### src/rtl/uart_pkg.sv
// uart_pkg: encodings and defaults shared by the UART TX and RX paths.
// The FSM codes are Gray, so RX and TX state decodes stay identical.
package uart_pkg;

    localparam int DATA_WIDTH_DEF = 8;

    localparam logic [2:0] ST_IDLE   = 3'b000;
    localparam logic [2:0] ST_START  = 3'b001;
    localparam logic [2:0] ST_DATA   = 3'b011;
    localparam logic [2:0] ST_PARITY = 3'b010;
    localparam logic [2:0] ST_STOP   = 3'b110;

    localparam logic PAR_EVEN = 1'b0;
    localparam logic PAR_ODD  = 1'b1;

    typedef struct packed {
        logic par_en;
        logic par_bit;
    } tx_cfg_t;

endpackage

### src/rtl/serializer_tx.sv
// serializer_tx: payload shift register and data-bit counter.
// ser_bit is the next bit to put on the line; ser_done marks the last one.
module serializer_tx
    import uart_pkg::*;
#(
    parameter int DATA_WIDTH = DATA_WIDTH_DEF
) (
    input  logic                  clk_tx,
    input  logic                  rst_tx,
    input  logic                  load,
    input  logic                  shift,
    input  logic                  clear,
    input  logic                  count,
    input  logic [DATA_WIDTH-1:0] data_in,
    output logic                  ser_bit,
    output logic                  ser_done
);

    localparam int CW = (DATA_WIDTH > 1) ? $clog2(DATA_WIDTH) : 1;
    localparam logic [CW-1:0] LAST = CW'(DATA_WIDTH - 1);

    logic [DATA_WIDTH-1:0] shift_reg;
    logic [CW-1:0]         bit_cnt;

    always_ff @(posedge clk_tx) begin
        if (!rst_tx) begin
            shift_reg <= '0;
            bit_cnt   <= '0;
        end else begin
            if (load) begin
                shift_reg <= data_in;
            end else if (shift) begin
                shift_reg <= shift_reg >> 1;
            end
            if (clear) begin
                bit_cnt <= '0;
            end else if (count) begin
                bit_cnt <= bit_cnt + 1'b1;
            end
        end
    end

    assign ser_bit  = shift_reg[0];
    assign ser_done = count && (bit_cnt == LAST);

endmodule

### src/rtl/uart_tx_core.sv
// uart_tx_core: start / data LSB-first / optional parity / stop framing.
// Line and busy are registered; each edge loads the level of the next cycle.
module uart_tx_core
    import uart_pkg::*;
#(
    parameter int   DATA_WIDTH = DATA_WIDTH_DEF,
    parameter logic IDLE_LEVEL = 1'b1
) (
    input  logic                  clk_tx,
    input  logic                  rst_tx,
    input  logic [DATA_WIDTH-1:0] P_DATA_tx,
    input  logic                  Data_Valid_tx,
    input  logic                  PAR_EN_tx,
    input  logic                  PAR_TYP_tx,
    output logic                  TX_OUT_tx,
    output logic                  busy_tx
);

    logic [2:0] state;
    logic [2:0] state_nx;
    logic       tx_nx;
    logic       busy_nx;
    tx_cfg_t    cfg;
    logic       accept;
    logic       ser_bit;
    logic       ser_done;
    logic       in_start;
    logic       in_data;

    assign accept   = (state == ST_IDLE) && Data_Valid_tx;
    assign in_start = (state == ST_START);
    assign in_data  = (state == ST_DATA);

    // Shifting starts while in START so the first data bit is ready in time.
    serializer_tx #(
        .DATA_WIDTH (DATA_WIDTH)
    ) u_ser (
        .clk_tx   (clk_tx),
        .rst_tx   (rst_tx),
        .load     (accept),
        .shift    (in_start || in_data),
        .clear    (in_start),
        .count    (in_data),
        .data_in  (P_DATA_tx),
        .ser_bit  (ser_bit),
        .ser_done (ser_done)
    );

    always_comb begin
        state_nx = ST_IDLE;
        tx_nx    = IDLE_LEVEL;
        busy_nx  = 1'b0;
        case (state)
            ST_IDLE: begin
                if (Data_Valid_tx) begin
                    state_nx = ST_START;
                    tx_nx    = ~IDLE_LEVEL;
                    busy_nx  = 1'b1;
                end
            end
            ST_START: begin
                state_nx = ST_DATA;
                tx_nx    = ser_bit;
                busy_nx  = 1'b1;
            end
            ST_DATA: begin
                busy_nx = 1'b1;
                if (!ser_done) begin
                    state_nx = ST_DATA;
                    tx_nx    = ser_bit;
                end else if (cfg.par_en) begin
                    state_nx = ST_PARITY;
                    tx_nx    = cfg.par_bit;
                end else begin
                    state_nx = ST_STOP;
                end
            end
            ST_PARITY: begin
                state_nx = ST_STOP;
                busy_nx  = 1'b1;
            end
            ST_STOP: begin
                state_nx = ST_IDLE;
            end
            default: begin
                state_nx = ST_IDLE;
            end
        endcase
    end

    always_ff @(posedge clk_tx) begin
        if (!rst_tx) begin
            state     <= ST_IDLE;
            TX_OUT_tx <= IDLE_LEVEL;
            busy_tx   <= 1'b0;
            cfg       <= '0;
        end else begin
            state     <= state_nx;
            TX_OUT_tx <= tx_nx;
            busy_tx   <= busy_nx;
            if (accept) begin
                cfg.par_en  <= PAR_EN_tx;
                cfg.par_bit <= (^P_DATA_tx) ^ (PAR_TYP_tx != PAR_EVEN);
            end
        end
    end

endmodule

### config.mk
export PLATFORM = sky130hd
export DESIGN_NAME = uart_tx_core
export DESIGN_NICKNAME = d
export VERILOG_FILES = /design/src/rtl/uart_pkg.sv /design/src/rtl/serializer_tx.sv /design/src/rtl/uart_tx_core.sv
export SDC_FILE = /design/constraint.sdc
export NUM_CORES = 1
export LEC_CHECK = 0
export ABC_AREA = 1
export ABC_CLOCK_PERIOD_IN_PS = 2650
export CAP_MARGIN = 10
export CORE_MARGIN = 4
export CORE_UTILIZATION = 30
export DETAILED_ROUTE_END_ITERATION = 16
export GPL_TIMING_DRIVEN = 0
export PLACE_DENSITY_LB_ADDON = 0.12
export SLEW_MARGIN = 30
export SYNTH_ARGS = -nofsm -noshare
export SYNTH_HDL_FRONTEND = slang
export SYNTH_SLANG_ARGS = --single-unit
### constraint.sdc
create_clock -name clk_tx -period 2.65 [get_ports clk_tx]
set_input_delay 0.3975 -clock clk_tx [delete_from_list [all_inputs] [get_ports clk_tx]]
set_output_delay 0.3975 -clock clk_tx [all_outputs]
set_load 0.005 [all_outputs]
==> results of run 1 <==
## per-layer routing
metal  up-vias  part of all wire (%)  track usage, %
met5         -                     0               0
li1        448                     -               -
met1       353                    48           13.14
met2        14                    47           17.00
met3         2                   3.1           1.619
met4         0                   1.5           6.612
## synth_stat cells
cell type   n
nor2_4      4
a31oi_1     5
ha_1        2
inv_2       2
o211ai_1    2
inv_1      18
nand3_1     6
nor2_1      3
nand2_1    49
buf_6       1
a21oi_1     7
buf_2       1
o21ai_0     5
xor2_1      1
nand3_2     1
dfxtp_1    18
o21ai_1     1
o21a_1      1
xnor2_1     1
a211oi_1    1
nand4_1     1
## final cells by class
cell class	count	area (um2)	area share [%]
tap	31	38.79	3.487
clock buffer	4	36.28	3.262
sequential	18	360.3	32.40
timing repair buffer	13	130.1	11.70
buffer	2	16.27	1.462
multi-input combinational	90	455.4	40.94
inverter	20	75.07	6.749
## metrics by stage
step / setup WS [ns] / instance area [um2] / util [%] / std cells
2_1_floorplan: 1.518 / 907.1 / - / 130
6_report: 1.149 / 1112 / 39.32 / 178
4_1_cts: 1.134 / 1112 / 39.32 / 178
5_1_grt: 1.078 / 1112 / 39.32 / 178
3_3_place_gp: 1.024 / 1076 / 38.04 / 174
3_5_place_dp: 1.002 / 1076 / 38.04 / 174
## power by group
part	switching, uW	total, uW	leakage (uW)	internal [uW]
Sequential	14.3	313	0.000148	299
Combinational	88.3	154	0.000326	66.0
Clock	87.5	171	0.0000210	83.7
## worst max-delay path by stage
stage | start | to | slack [ns]
final | TX_OUT_tx | TX_OUT_tx | 1.15
after global routing | TX_OUT_tx | TX_OUT_tx | 1.08
after CTS | busy_tx | busy_tx | 1.13
after detailed placement | Data_Valid_tx | u_ser.shift_reg[5] | 1.00
after global placement | Data_Valid_tx | u_ser.shift_reg[5] | 1.02
after floorplan | state[0] | u_ser.bit_cnt[0] | 1.52
## cell families after synthesis
logic type | Yosys count | share of synthesized area, %
AO/OA/AOI/OAI | 22 | 13.93
XOR/XNOR | 2 | 1.931
adder cells (fa/ha/maj) | 2 | 2.758
buffers and inverters | 22 | 10.07
flip-flops | 18 | 39.72
AND/OR/NAND/NOR | 64 | 31.59
==> impl_metrics.csv, run 1 <==
group,metric,value,unit
floorplan,rows,19,
run,max_cap_violations,0,
finish,layout_common_cells,"nand2_1, dfxtp_1, inv_1, clkdlybuf4s50_1, a21oi_1",
floorplan,die_w,62.99,um
setup_path,r2r_slack,1.27,ns
setup_path,critPathLaunchType,"flop",
global_route,grt-ovfl-total,0,
yosys,ys_seq_area_share,39.72,%
yosys,synth_nets,145,
cts,cts_tree,"yes",
timing,slew_violations,0,
route,drtIter0Drc,26,
route,wl,1844,um
place,port_buffers,13,
finish,final_nets,163,
cts,clock_latency,0.30,ns
timing,tns,0,ns
route,vias,817,
yosys,ys_types,21,
timing,finalHoldViolCount,0,
cts,clockRootBuffer,"clkbuf_4",
min_path,hp-class,"primary input to flop",
yosys,avgSynthCellArea,6.978,um2
setup_path,crit_path_end_kind,"output port",
global_route,grt_max_degree,11,
finish,final_common_cell,"nand2_1",
setup_path,crit_fanout,1,
cts,htreeDepth,1,
setup_path,slowest_stage,"clkdlybuf4s50_1",
power_and_ir_drop,finalPower,638.8,uW
min_path,worstHoldEndpoint,"TX_OUT_tx",
finish,largest_reg_flops,8,
power_and_ir_drop,irDropWorstVdd,0.1466,mV
yosys,ys_ff_latch,18,
cts,cts_setup_buffers,0,
timing,max_freq,666.4,MHz
place,gp_congestion,0.7434,
timing,period_minus_slack,1.501,ns
setup_path,r2r-end,"u_ser.bit_cnt[0]",
power_and_ir_drop,leakagePower,0.0004950,uW
power_and_ir_drop,powerDensity,574.3,nW/um2
setup_path,path_cells,"clkdlybuf4s50_1",
global_route,first_global_vias,827,
route,ant_nets,0,
route,wl_per_cell,10.36,um
yosys,yosysTopAreaCell,"dfxtp_1",
setup_path,path_delay_family,"buffers and inverters",
setup_path,arrival,1.10,ns
min_path,worstHoldPathCells,2,
finish,antenna_cells,0,
finish,fill_cells,311,
setup_path,required,2.25,ns
setup_path,cpPeakStageDelay,0.49,ns
floorplan,core,2829,um2
timing,finalCritPeriodShare,56.63,%
yosys,netlist.area_leader.share,39.72,%
global_route,antenna_found_initial,0,
yosys,syn_area,907.1,um2
setup_path,rr_startpoint,"state[0]",
finish,drive_gt1_share,8.844,%
timing,slew_headroom,73.85,%
timing,finalSetupViolations,0,
yosys,syn_inst,130,
yosys,synth_warnings,0,
floorplan,ios,15,
route,drc,0,
timing,rsz0062_at_grt,"no",
floorplan,die_y,62.99,um
place,dp_hpwl,1464,um
route,firstDrtPassIters,4,
cts,cts.clk_slew.worst_paths,0.11,ns
cts,cts_buffers,3,
global_route,track_usage,10.60,%
min_path,min-delay-start,"rst_tx",
setup_path,cp_num_buf_inv,1,
cts,clockBufferDepth,2,
finish,area_delta_synth_final,22.62,%
cts,cts_resized,0,
floorplan,start_util,32.07,%
yosys,synth_area_leaders,"dfxtp_1, nand2_1, inv_1",
timing,finClkSkew,0.008532,ns
setup_path,crit_type,"flop to output port",
route,viasPerCell,4.590,
global_route,grt_pass1_wl,3429,um
setup_path,cp_num_cells,1,
timing,worst_pin_slew,0.3881,ns
cts,cts.sinks,18,
floorplan,die_area,3968,um2
cts,hold_buffers,0,
setup_path,reg2reg_depth,5,
outcome,status,"completed",
timing,holdWs,0.4091,ns
No activity file was read; power rests on OpenSTA's default activity.
==> run 2: changes to the inputs <==
- ABC_CLOCK_PERIOD_IN_PS: 2650 -> 1250
- clock period: 2.65 -> 1.25 ns (I/O delays scaled with it)
==> run 2 against run 1 <==
Effect of this change: combinational power rose by 150%; setup slack worse by 1.1 ns; sequential cell count unchanged; sequential share of layout area fell by 1.2 points; final area rose by 4.8%; critical path depth grew 6; core utilization increased by 1.9 points; sequential power up 110%; critical endpoint is now u_ser.shift_reg[5].
==> impl_metrics.csv, run 2 (same netlist as run 1, synthesis figures left out) <==
group,metric,value,unit
floorplan,rows,19,
finish,layout_common_cells,"nand2_1, inv_1, dfxtp_1, clkdlybuf4s50_1, a21oi_1",
timing,holdWs,0.2027,ns
timing,max_freq,843.1,MHz
run,max_cap_violations,0,
global_route,grt_max_degree,11,
power_and_ir_drop,combPwrFrac,26.8,%
floorplan,die_w,62.99,um
global_route,track_usage,11.01,%
setup_path,crit_path_end_kind,"flop",
global_route,first_global_vias,843,
power_and_ir_drop,switching_share,30.26,%
finish,utilization,41.22,%
setup_path,crit_type,"flop to flop",
cts,hold_buffers,0,
cts,cts_buffers,3,
cts,htreeDepth,1,
timing,rsz0062_at_grt,"yes",
power_and_ir_drop,p_int,991.4,uW
cts,cts_tree,"yes",
timing,slew_violations,0,
place,dp_hpwl,1464,um
timing,finalSetupViolations,0,
floorplan,die_area,3968,um2
setup_path,arrival,1.42,ns
finish,largest_reg_flops,8,
setup_path,crit_fanout,7,
route,viasPerCell,4.560,
power_and_ir_drop,leakagePower,0.0005275,uW
power_and_ir_drop,seq_power_share,47.2,%
timing,finalHoldViolCount,0,
cts,clockBufferDepth,2,
route,wl_per_cell,10.77,um
route,ant_nets,0,
floorplan,die_y,62.99,um
finish,final_nets,169,
global_route,antenna_found_initial,0,
power_and_ir_drop,powerDensity,1219,nW/um2
timing,worst_pin_slew,0.2546,ns
power_and_ir_drop,p_clk_share,26.0,%
place,port_buffers,13,
floorplan,start_util,32.07,%
outcome,status,"completed",
timing,tns,0,ns
power_and_ir_drop,finalPower,1422,uW
cts,cts.clk_slew.worst_paths,0.11,ns
timing,finClkSkew,0.002029,ns
route,drtIter0Drc,30,
min_path,hp-class,"primary input to flop",
route,vias,839,
power_and_ir_drop,irDropWorstVdd,0.3126,mV
power_and_ir_drop,p_sw,430.2,uW
finish,fill_cells,310,
global_route,grt_pass1_wl,3553,um
floorplan,core,2829,um2
setup_path,critPathLaunchType,"flop",
finish,drive_gt1_share,15.69,%
setup_path,r2r_slack,0.06,ns
setup_path,required,1.48,ns
timing,slew_headroom,82.91,%
route,firstDrtPassIters,4,
finish,area_delta_synth_final,28.55,%
cts,clockRootBuffer,"clkbuf_4",
finish,final_common_cell,"nand2_1",
route,drc,0,
timing,period_minus_slack,1.186,ns
timing,finalCritPeriodShare,94.88,%
cts,cts.sinks,18,
route,wl,1982,um
place,gp_congestion,0.7434,
floorplan,ios,15,
cts,clock_latency,0.30,ns
global_route,grt-ovfl-total,0,
finish,antenna_cells,0,
run 2: cell types whose count changed in the layout (fill, tap and decap cells not counted), sizes merged:
cell	change
buf	+6
clkdlybuf4s50	-2
dlygate4sd2	+2
run 2: metrics by stage:
stage               instances  instance area [um2]  worst slack (ns)
CTS                       181                 1132          0.008436
global route              184                 1166          -0.01991
global placement          174                 1076           -0.1660
floorplan                 130                907.1            0.1184
detailed placement        174                 1076           -0.1884
finish                    184                 1166           0.06395
run 2: final timing paths:
check | end | startpoint | cells past startpoint
min reg2reg | u_ser.bit_cnt[2] | u_ser.bit_cnt[2] | 2
max | u_ser.shift_reg[5] | state[1] | 7
min | TX_OUT_tx | rst_tx | 2
max reg2reg | u_ser.shift_reg[5] | state[1] | 7
run 2: routing by layer:
layer / part of all wire (%) / vias up / GRT usage [%]
met4: 1.4 / 0 / 6.612
met3: 3.0 / 2 / 1.619
met5: 0 / - / 0
met1: 48 / 363 / 13.68
met2: 47 / 13 / 17.79
li1: - / 461 / -
run 2: worst max-delay path, cell delays in order (launching register included):
cell and delay [ns]:
dfxtp_2 0.41, nor2_4 0.05, nand3_2 0.10, inv_2 0.07
nor2_4 0.19, buf_4 0.15, nand2_1 0.04, a31oi_1 0.12
run 2: timing repair:
action,CTS,global route
resized for setup,3,6
endpoints found under the setup margin,14,11
pin swaps,2,1
buffers inserted,3,3
run 2: power by group through the flow:
| stage | Clock (uW) | Combinational (uW) | Sequential [uW] |
|---|---|---|---|
| floorplan | 0 | 222 | 672 |
| global placement | 0 | 325 | 676 |
| detailed placement | 0 | 332 | 678 |
| CTS | 376 | 351 | 664 |
| finish | 369 | 381 | 671 |
| global route | 407 | 432 | 679 |
run 2: cell type report:
class                   count  area [um2]  area share, %
clock buffers               4       36.28          3.112
repair buffers             19       172.7          14.81
multi-input cells          90       462.9          39.70
flip-flops and latches     18       364.1          31.22
plain buffers               2       16.27          1.395
well taps                  31       38.79          3.326
inverters                  20       75.07          6.438
